<file path="config.mk">
export PLATFORM = sky130hd
export DESIGN_NAME = filter_load_sched
export DESIGN_NICKNAME = d
export VERILOG_FILES = /design/src/rtl/filter_load_sched.sv
export SDC_FILE = /design/constraint.sdc
export NUM_CORES = 1
export LEC_CHECK = 0
export BUFFER_PORTS_ARGS = -buffer_cell sky130_fd_sc_hd__buf_2
export CAP_MARGIN = 5
export CORE_MARGIN = 2
export CORE_UTILIZATION = 36
export CTS_CLUSTER_DIAMETER = 100
export DETAILED_ROUTE_END_ITERATION = 12
export PLACE_DENSITY = 0.51
export SLEW_MARGIN = 10
export SYNTH_ARGS = -nofsm -noshare
export SYNTH_HDL_FRONTEND = slang
export SYNTH_SLANG_ARGS = --single-unit
</file>
<file path="constraint.sdc">
create_clock -name clk -period 6.1 [get_ports clk]
set_input_delay 1.22 -clock clk [delete_from_list [all_inputs] [get_ports clk]]
set_output_delay 1.22 -clock clk [all_outputs]
set_load 0.005 [all_outputs]
</file>
<file path="src/rtl/filter_load_sched.sv">
// Filter weight store controller: loads a DEPTH_F x DEPTH_F filter, then serves packed rows
// to N_PE requesters via round-robin. Optional FILTER_CHECKSUM_EN adds a weight-sum accumulator.
module filter_load_sched #(
  parameter int unsigned WIDTH      = 8,
  parameter int unsigned DEPTH_F    = 5,
  parameter int unsigned PACK_WIDTH = 64,
  parameter int unsigned N_PE       = 4,
  parameter int unsigned ROW_W      = 3
) (
  input  logic                    clk,
  input  logic                    rst,
  input  logic                    load_start,
  input  logic                    w_valid,
  input  logic [WIDTH-1:0]        w_data,
  output logic                    w_ready,
  output logic                    load_done,
  input  logic [N_PE-1:0]         req,
  input  logic [N_PE*ROW_W-1:0]   req_row,
  output logic [N_PE-1:0]         gnt,
  output logic                    row_valid,
  output logic [PACK_WIDTH-1:0]   row_data,
  output logic [ROW_W-1:0]        row_id,
  output logic                    busy,
  output logic [15:0]             checksum
);

  localparam int unsigned NW = DEPTH_F * DEPTH_F;
  localparam int unsigned AW = (NW > 1) ? $clog2(NW) : 1;
  localparam int unsigned PW = (N_PE > 1) ? $clog2(N_PE) : 1;

  typedef enum logic [1:0] {StIdle, StLoad, StServe} state_e;

  state_e                state_q, state_d;
  logic [AW-1:0]         addr_q;
  logic [PW-1:0]         ptr_q, ptr_d;
  logic [WIDTH-1:0]      mem [NW];
  logic                  accept, last;
  logic [N_PE-1:0]       gnt_d;
  logic                  found;
  logic [ROW_W-1:0]      sel_row;
  logic [PACK_WIDTH-1:0] pack;
  int                    idx;
  logic [PW-1:0]         ib;

  assign w_ready = (state_q == StLoad);
  assign busy    = (state_q == StLoad);
  assign accept  = w_valid && w_ready;
  assign last    = (addr_q == AW'(NW - 1));

  always_comb begin
    state_d = state_q;
    unique case (state_q)
      StIdle:  if (load_start) state_d = StLoad;
      StLoad:  if (accept && last) state_d = StServe;
      StServe: if (load_start) state_d = StLoad;
      default: state_d = StIdle;
    endcase
  end

  // Round-robin search from ptr_q; a request coinciding with load_start is dropped.
  always_comb begin
    found   = 1'b0;
    gnt_d   = '0;
    sel_row = '0;
    ptr_d   = ptr_q;
    idx     = 0;
    ib      = '0;
    if (state_q == StServe && !load_start) begin
      for (int k = 0; k < int'(N_PE); k++) begin
        idx = (int'(ptr_q) + k) % int'(N_PE);
        ib  = PW'(idx);
        if (!found && req[ib]) begin
          found     = 1'b1;
          gnt_d[ib] = 1'b1;
          sel_row   = ROW_W'(req_row >> (idx * int'(ROW_W)));
          ptr_d     = PW'((idx + 1) % int'(N_PE));
        end
      end
    end
  end

  // Out-of-range rows pack to zero; bits above WIDTH*DEPTH_F stay zero.
  always_comb begin
    pack = '0;
    if (int'(sel_row) < int'(DEPTH_F)) begin
      for (int c = 0; c < int'(DEPTH_F); c++) begin
        pack[c*WIDTH +: WIDTH] = mem[AW'(int'(sel_row) * int'(DEPTH_F) + c)];
      end
    end
  end

  always_ff @(posedge clk) begin
    if (rst) begin
      state_q   <= StIdle;
      addr_q    <= '0;
      ptr_q     <= '0;
      load_done <= 1'b0;
      gnt       <= '0;
      row_valid <= 1'b0;
      row_data  <= '0;
      row_id    <= '0;
    end else begin
      state_q   <= state_d;
      ptr_q     <= ptr_d;
      load_done <= accept && last;
      gnt       <= gnt_d;
      row_valid <= found;
      row_data  <= found ? pack : '0;
      row_id    <= found ? sel_row : '0;
      if (accept) addr_q <= last ? '0 : addr_q + AW'(1);
    end
  end

  // Weight storage is deliberately not reset.
  always_ff @(posedge clk) begin
    if (accept) mem[addr_q] <= w_data;
  end

`ifdef FILTER_CHECKSUM_EN
  logic [15:0] sum_q;

  always_ff @(posedge clk) begin
    if (rst) begin
      sum_q <= '0;
    end else if (state_q != StLoad && state_d == StLoad) begin
      sum_q <= '0;
    end else if (accept) begin
      sum_q <= sum_q + 16'(w_data);
    end
  end

  assign checksum = sum_q;
`else
  assign checksum = '0;
`endif

endmodule

</file>
### Word level (Yosys, flattened, before mapping)

Memory sizes are Yosys's and may differ from the RTL's. A register that Yosys moved wholly into a read port is not among the register bits.
Index checks and enable logic that the tools add are counted.

| word-level totals | value |
|---|---|
| register bits after elaboration | 42 |
| RAM bits | 200 |
| input port bits | 28 |
| output and inout port bits | 91 |
| logic and storage cells | 123 |
| memories | 1 |

| operators by class | value |
|---|---|
| $add $sub $neg | 11 |
| multiply operators | 5 |
| $lt $le $gt $ge | 9 |
| eq/ne operators | 5 |
| shifts and indexed selects | 4 |
| mux-type cells | 46 |
| bitwise gates (word level) | 9 |
| reductions and logical operators | 25 |

Memories:

| name | words | width | rd ports | clocked after memory_dff | wr ports | RTL line | text |
|---|---|---|---|---|---|---|---|
| mem | 25 | 8 | 5 | 5 | 1 | 36 | `logic [WIDTH-1:0] mem [NW];` |

Operators with widths:

| operator | count |
|---|---|
| $shr 12x32->3 | 3 |
| $mux 4 | 7 |
| $mul 3x3->6 const B | 3 |
| $mux 1 | 18 |
| $add 5x3->5 const B | 3 |
| $mux 3 | 5 |
| $lt 2x3->1 const B | 4 |
| $mux 2 | 6 |
| $or 4x4->4 | 3 |
| $reduce_or 2->1 | 6 |
| $shr 12x4->3 | 1 |
| $add 2x2->2 const B | 5 |
| $logic_and 1x1->1 | 10 |
| $bmux 1 s2 | 4 |
| $demux 1 s2 | 4 |
| $ge 2x1->1 const B | 4 |
| $add 5x1->5 const B | 1 |
| $add 5x2->5 const B | 1 |
| $eq 5x5->1 const B | 1 |
| $mul 3x3->5 const B | 1 |
| $mux 5 | 1 |
| $logic_not 1->1 | 4 |
| $mul 2x2->4 const B | 1 |
| $ne 2x1->1 const B | 2 |
| other kinds (11) | 16 |

### Depth between registers and ports, before layout

Gate-level depths: netlist of run 1.

| logic depth | value |
|---|---|
| depth in word-level cells | 19 |
| gate-level depth with buffers | 27 |

### Worst setup path after synthesis of run 1

Ideal clock, no wire load.

| path | value |
|---|---|
| path type | reg2reg |
| start | register ptr_q[0] |
| end | register row_data[31], read port of mem |
| arrival | 6.251 ns |
| data required time | 5.983 ns |
| slack | -0.268 ns |
| stages on the path, launching flop included | 27 |
| buffers on the path | 12 |
| period minus slack after synthesis | 6.368 ns |
| cell sequence | dfxtp_1 > buf_6 > buf_2 > buf_4 > inv_1 > ha_1 > buf_2 > buf_4 > mux2i_1 > mux4_2 > o211a_1 > nor3_1 > a21oi_4 > inv_2 > buf_4 > buf_4 > buf_2 > buf_2 > ha_1 > clkbuf_1 > xnor2_1 > clkbuf_1 > clkbuf_1 > mux4_2 > mux2i_1 > nand2_1 > a22o_1 |

| between the ends | value |
|---|---|
| cells in the longest elaborated chain, start to end | 19 |
| elaborated cells between the ends (all ways) | 50 |
| classes of those cells | add/sub (4); mul (5); order compare (1); shift (4); mux (21); bitwise (5); reduce/logical (10) |

Ends and longest elaborated chain:

| what | RTL line | text |
|---|---|---|
| start, declared | 35 | `logic [PW-1:0] ptr_q, ptr_d;` |
| start signal, assigned | 104 | `ptr_q <= ptr_d;` |
| branches (longest 14 deep; another with $mul 3x3->6) | n/a |  |
| $mux 3 (*) | 72 | `if (!found && req[ib]) begin` |
| $mux 3 (*) | 68 | `if (state_q == StServe && !load_start) begin` |
| via sel_row[0] | 40 | `logic [ROW_W-1:0] sel_row;` |
| branches (longest 3 deep; another with $mul 3x3->5) | n/a |  |
| end, declared | 21 | `output logic [PACK_WIDTH-1:0] row_data,` |

Mark *: on every way through the listed nets, which the timed path passes. The select of a mux whose other input is x is not followed.
A chain may end at the register's enable or synchronous reset.

### Worst setup path in the final report of run 1

| path | value |
|---|---|
| start | register ptr_q[1] |
| end | register row_data[31], read port of mem |

| between the ends | value |
|---|---|
| cells in the longest elaborated chain, start to end | 19 |
| elaborated cells between the ends (all ways) | 50 |
| classes of those cells | add/sub (4); mul (5); order compare (1); shift (4); mux (21); bitwise (5); reduce/logical (10) |

Ends and longest elaborated chain:

| what |
|---|
| branches (longest 19 deep; another with $mul 3x3->6) |

Several ways; the timed one is not identified. The select of a mux whose other input is x is not followed.

==> flow_summary_export.csv, run 1 <==
group,metric,value,unit
cells_and_area,nets,1551,
placed_design,gp_congestion,0.903,
placed_design,postPlaceCellArea,18300,um^2
critical_path,path_buf_inv,6,
synthesis,synth_cell_types,74,
route,firstDrtPassIters,8,
synthesis,synth_top_family_by_area,"multiplexers",
synthesis,synth_top_area_share,34.8,%
timing,slew_headroom,19.1,%
timing,setup_violations,0,
critical_path,critPathRequiredTime,6.57,ns
clock_network,clockRootBuffer,"clkbuf_16",
grt,grt_max_degree,139,
cells_and_area,nFillCells,4461,
critical_path,worstPathMaxFanout,25,
power,vdd_drop_max,0.000185,V
route,wl_per_cell,28.2,um
timing,min_period,5.74,ns
die,start_util,36.3,%
power,sequentialPowerShare,50.5,%
synthesis,ys_top_cells_by_area,"edfxtp_1 35%, mux2i_1 17%, mux4_2 14%",
cells_and_area,drive_above_1_share,22.5,%
synthesis,ys_top_cells_by_count,"291 x mux2i_1, 200 x edfxtp_1, 132 x nand2_1, 104 x mux4_2, 84 x nor2_1",
placed_design,dp_hpwl,42500,um
critical_path,cp-start-kind,"flop",
die,row_count,80,
timing,post-route-period-util,94.0,%
synthesis,synthFlopType,"edfxtp_1",
timing,fin_tns_setup,0,ns
outcome,status,"complete, no violations",
critical_path,path_class,"reg2reg",
power,power_frac_clock,46.6,%
route,drc,0,
power,comb_power_share,2.9,%
power,swShare,21.8,%
route,vias_per_cell,6.09,
timing,fmax,0.174,GHz
route,vias,13100,
critical_path,max_stage_delay,0.64,ns
clock_network,cts_hold_buf,0,
synthesis,yosysMostFrequentCell,"mux2i_1",
critical_path,crit_top_cell,"buf_4",
clock_network,cts_resized,0,
clock_network,cts_buffer_depth,3,
critical_path,cp-end-kind,"flop",
clock_network,cts_max_level,1,
worst_hold_path,min_path_type,"reg2reg",
die,die_width,223,um
die,fp.dieArea,49800,um^2
die,die-height,223,um
synthesis,synth_edf_count,200,
placed_design,dp_cells,2088,
power,p_leak,0.00738,uW
synthesis,synthSimpleGateAreaFrac,9.12,%
route,drtIter0Drc,1148,
critical_path,cp_cell_sequence,"inv_1, ha_1, buf_4, mux4_2, nor2b_1, a211o_1, and3_1, o31ai_4, inv_6, ha_1, clkinv_1, a2111oi_0, buf_4, a311oi_4, buf_4, nand2b_1, o22a_1, a22o_1",
critical_path,critPathTopFamily,"compound AO/OA/AOI/OAI gates",
route,antenna_left,0,
clock_network,cts_setup_buffers,0,
synthesis,synthAdderAreaFrac,1.38,%
power,switchingPower,820,uW
synthesis,synth.largest_area_cell,"edfxtp_1",
clock_network,tritoncts,"yes",
timing,setup_ws,0.365,ns
clock_network,cts.sinks,258,
timing,skew,0.0165,ns
synthesis,synth_compound_area_share,9.43,%
critical_path,crit_slowest_cell,"dfxtp_1",
clock_network,clk_pin_slew,0.06,ns
cells_and_area,fin_cells,2144,
timing,drv_slew,0,
cells_and_area,syn_to_final_growth,11.6,%
die,coreArea,47500,um^2
power,internal_power,2940,uW
timing,grt_setup_unrepaired,"no",
clock_network,cts_buffers,29,
synthesis,syn_area,17300,um^2
grt,grt-ovfl-total,0,
die,num_io_pins,119,
power,powerDensity,195,nW/um^2
run,drv_cap,0,
cells_and_area,fin_area,19300,um^2
grt,grt_pass1_wl,87000,um
synthesis,syn-mean-instance-area,12.0,um^2
clock_network,clkLatencyLatePin,0.58,ns
synthesis,postSynthCellCount,1439,
grt,grt_pass1_vias,12500,
route,routed_wl,60400,um
timing,hold_viol_final,0,
timing,tightest_slew,1.21,ns
synthesis,yosys_warnings,0,
placed_design,numPortBuffers,78,
synthesis,synthArstFlopShare,0,%
synthesis,synth_xor_area_share,0.847,%
synthesis,synthMuxAreaShare,32.5,%
synthesis,synth_seq_cells,258,
critical_path,crit_arrival,6.21,ns
synthesis,yosysSeqAreaShare,41.5,%
grt,antenna_found_initial,2,
placed_design,dpl_worst_slack,0.281,ns
grt,grt_usage,23.8,%
sequential cells by signal (all words and copies together) (netlist names):
name	flops
mem	200
row_data	40
addr_q	5
gnt	4
row_id	3
ptr_q	2
state_q	2
load_done	1
row_valid	1
power by group through the flow:
stage,registers [uW],clock network [uW],logic [uW]
finish,1900,1750,107
CTS,1900,1790,106
floorplan,1940,0,69.6
detailed placement,1940,0,105
global placement,1940,0,104
global route,1900,1860,116
cells by family after synthesis:
family | after synthesis
buffers and inverters | 164
muxes | 427
and+or+nand+nor | 340
AOI/OAI and AO/OA | 218
adders and majority gates | 19
DFF | 258
xor gates and xnor gates | 12
other | 1
area by class of cell:
cell class | count | area (um^2) | area share, %
antenna | 2 | 5.00 | 0.0259
clock buffer | 40 | 808 | 4.19
clock inverter | 14 | 134 | 0.694
inverter | 18 | 72.6 | 0.376
multi-input combinational | 1056 | 9430 | 48.9
sequential | 258 | 7170 | 37.2
tap | 615 | 769 | 3.99
timing repair buffer | 141 | 901 | 4.67
path summary, 6_finish.rpt:
path	startpoint	endpoint	slack (ns)	cells after the start
worst max register to register	ptr_q[1]	row_data[31]	0.36	18
worst min-delay path	state_q[0]	state_q[0]	0.59	3
worst min register to register	state_q[0]	state_q[0]	0.59	3
worst max-delay path	ptr_q[1]	row_data[31]	0.36	18
worst min-delay path, stage by stage (launching register included):
cell and delay [ns]:
dfxtp_1 0.32, nor2b_1 0.11, a21oi_1 0.05, nor2_1 0.07
layer usage:
metal / GRT usage, % / routed length [um] / vias to the layer above
li1: - / - / 5679
met1: 31.4 / 25100 / 6668
met2: 40.0 / 29100 / 607
met3: 3.73 / 4190 / 98
met4: 7.97 / 2020 / 4
met5: 0 / 17 / -
stage by stage:
step | utilization [%] | hold slack, ns | total power [uW]
CTS | 40.6 | 0.600 | 3800
global route | 40.6 | 0.645 | 3870
floorplan | - | 0.525 | 2010
global placement | 38.6 | 0.548 | 2040
detailed placement | 38.6 | 0.591 | 2040
finish | 40.6 | 0.588 | 3760
cell usage in the layout, fill, tap and decap left out, types with 14 or more instances in the layout:
master	synthesis	final
mux2i_1	291	291
edfxtp_1	200	200
nand2_1	132	132
mux4_2	104	104
nor2_1	84	81
buf_2	31	78
buf_4	56	60
dfxtp_1	58	57
conb_1	1	40
nand3_1	35	35
a21oi_1	32	32
mux2_2	32	32
clkbuf_16	0	30
and3_1	23	23
o21ai_0	21	21
a22o_1	20	20
ha_1	19	18
o32ai_1	17	17
nand2b_1	16	16
a22oi_1	16	16
o22ai_1	15	15
inv_1	14	14
Power figures use the tool's default switching activity.
==> run 2, diff against run 1 <==
- GPL_TIMING_DRIVEN: unset -> 0
- MAX_ROUTING_LAYER: unset -> met4
==> flow_summary_export.csv, run 2 (synthesized netlist as in run 1, its figures left out) <==
group,metric,value,unit
critical_path,crit_top_cell,"buf_6",
die,coreArea,47500,um^2
die,die_width,223,um
route,vias_per_cell,6.18,
grt,grt_usage,29.7,%
power,internal_power,2990,uW
route,firstDrtPassIters,9,
clock_network,cts_buffer_depth,3,
critical_path,worstPathMaxFanout,11,
timing,drv_slew,0,
clock_network,cts_buffers,28,
power,switchingPower,838,uW
critical_path,crit_arrival,6.42,ns
cells_and_area,syn_to_final_growth,20.2,%
grt,antenna_found_initial,1,
critical_path,cp-start-kind,"flop",
worst_hold_path,min_path_type,"reg2reg",
die,num_io_pins,119,
route,drtIter0Drc,1601,
placed_design,numPortBuffers,77,
critical_path,cp-end-kind,"flop",
clock_network,clk_pin_slew,0.06,ns
grt,grt-ovfl-total,0,
clock_network,cts_max_level,1,
run,drv_cap,0,
timing,tightest_slew,1.30,ns
grt,grt_pass1_vias,13100,
critical_path,path_buf_inv,14,
placed_design,dp_hpwl,54300,um
route,routed_wl,73000,um
timing,skew,0.0201,ns
placed_design,postPlaceCellArea,18600,um^2
die,start_util,36.3,%
cells_and_area,mostFrequentLayoutCell,"mux2i_1",
timing,post-route-period-util,98.0,%
power,vdd_drop_max,0.000190,V
route,vias,13800,
power,comb_power_share,3.6,%
cells_and_area,fin_cells,2241,
route,antenna_left,0,
route,wl_per_cell,32.6,um
timing,hold_viol_final,0,
critical_path,path_class,"reg2reg",
critical_path,max_stage_delay,0.53,ns
timing,fin_tns_setup,0,ns
timing,setup_violations,0,
cells_and_area,largest_reg_flops,200,
placed_design,dp_cells,2170,
critical_path,critPathTopFamily,"buffers and inverters",
power,sequentialPowerShare,49.6,%
timing,fmax,0.167,GHz
route,drc,0,
grt,grt_pass1_wl,102000,um
cells_and_area,reg_top3,"mem x200, row_data x40, addr_q x5",
power,p_leak,0.00802,uW
cells_and_area,nets,1651,
critical_path,crit_slowest_cell,"mux4_2",
cells_and_area,antenna_cells,0,
timing,slew_headroom,13.1,%
power,swShare,21.9,%
clock_network,clkLatencyLatePin,0.58,ns
cells_and_area,largest-register,"mem",
clock_network,tritoncts,"yes",
power,power_frac_clock,46.8,%
outcome,status,"complete, no violations",
clock_network,cts_hold_buf,0,
placed_design,gp_congestion,1.03,
timing,min_period,5.98,ns
die,row_count,80,
cells_and_area,fin_util,43.7,%
power,powerDensity,184,nW/um^2
cells_and_area,drive_above_1_share,30.9,%
die,die-height,223,um
critical_path,critPathRequiredTime,6.54,ns
power,power.total,3830,uW
die,fp.dieArea,49800,um^2
cells_and_area,fin_area,20800,um^2
clock_network,cts.sinks,258,
cells_and_area,layout_common_cells,"290 x mux2i_1, 200 x edfxtp_1, 130 x nand2_1, 104 x mux4_2, 99 x buf_2",
clock_network,clockRootBuffer,"clkbuf_16",
grt,grt_max_degree,26,
==> run 2: cell types whose count changed in the layout (fill, tap and decap cells not counted), moves of 11 or more <==
| cell | before | now |
|---|---|---|
| buf_4 | 60 | 80 |
| o22ai_1 | 15 | 4 |
| o32ai_1 | 17 | 3 |
| o32ai_2 | 0 | 13 |
| buf_6 | 0 | 12 |
| buf_2 | 78 | 99 |
==> run 2: layout make-up <==
cell class,instances,area (um^2)
Inverter,18,76.3
Clock inverter,23,249
Multi-Input combinational cell,1056,10000
Timing Repair Buffer,109,667
Fill cell,4413,26800
Clock buffer,29,726
Buffer,133,1090
Sequential cell,258,7170
Tap cell,615,769
==> run 2: metrics by stage <==
step           hold slack (ns)  worst slack (ns)
2_1_floorplan            0.525            0.0140
3_3_place_gp             0.551             -3.10
3_5_place_dp             0.556             -3.11
4_1_cts                  0.579            0.0232
5_1_grt                  0.618          -0.00693
6_report                 0.578             0.121
==> run 2: path summary, 6_finish.rpt <==
| path | start | end | slack [ns] | cells after the start |
|---|---|---|---|---|
| max | ptr_q[0] | row_data[11] | 0.12 | 26 |
| min | state_q[0] | state_q[0] | 0.58 | 3 |
| max reg2reg | ptr_q[0] | row_data[11] | 0.12 | 26 |
| min reg2reg | state_q[0] | state_q[0] | 0.58 | 3 |
==> run 2: worst min-delay path: cells and delay by family (launching register included) <==
family           cells  cell delay, ns
AO/OA/AOI/OAI        1            0.05
AND/OR/NAND/NOR      2            0.18
flip-flops           1            0.32
==> run 2: power by group through the flow <==
| stage | Combinational, uW | Sequential, uW | Clock [uW] |
|---|---|---|---|
| finish | 137 | 1900 | 1790 |
| global route | 147 | 1900 | 1890 |
| CTS | 133 | 1900 | 1830 |
| detailed placement | 130 | 1940 | 0 |
| global placement | 129 | 1940 | 0 |
| floorplan | 69.6 | 1940 | 0 |
==> run 2: timing repair <==
action / 4_1_cts / 5_1_grt
pin swaps: 10 / 10
setup buffers: 24 / 8
setup endpoints to repair: 40 / 39
hold endpoints to repair: 0 / 0
gates resized for setup: 177 / 37
==> run 2: routing by layer <==
layer	wire length, um	up-vias	GRT usage [%]
met4	3400	0	12.7
met5	0	-	-
li1	-	5883	-
met2	31200	870	42.4
met1	31500	6969	42.1
met3	6880	121	4.16
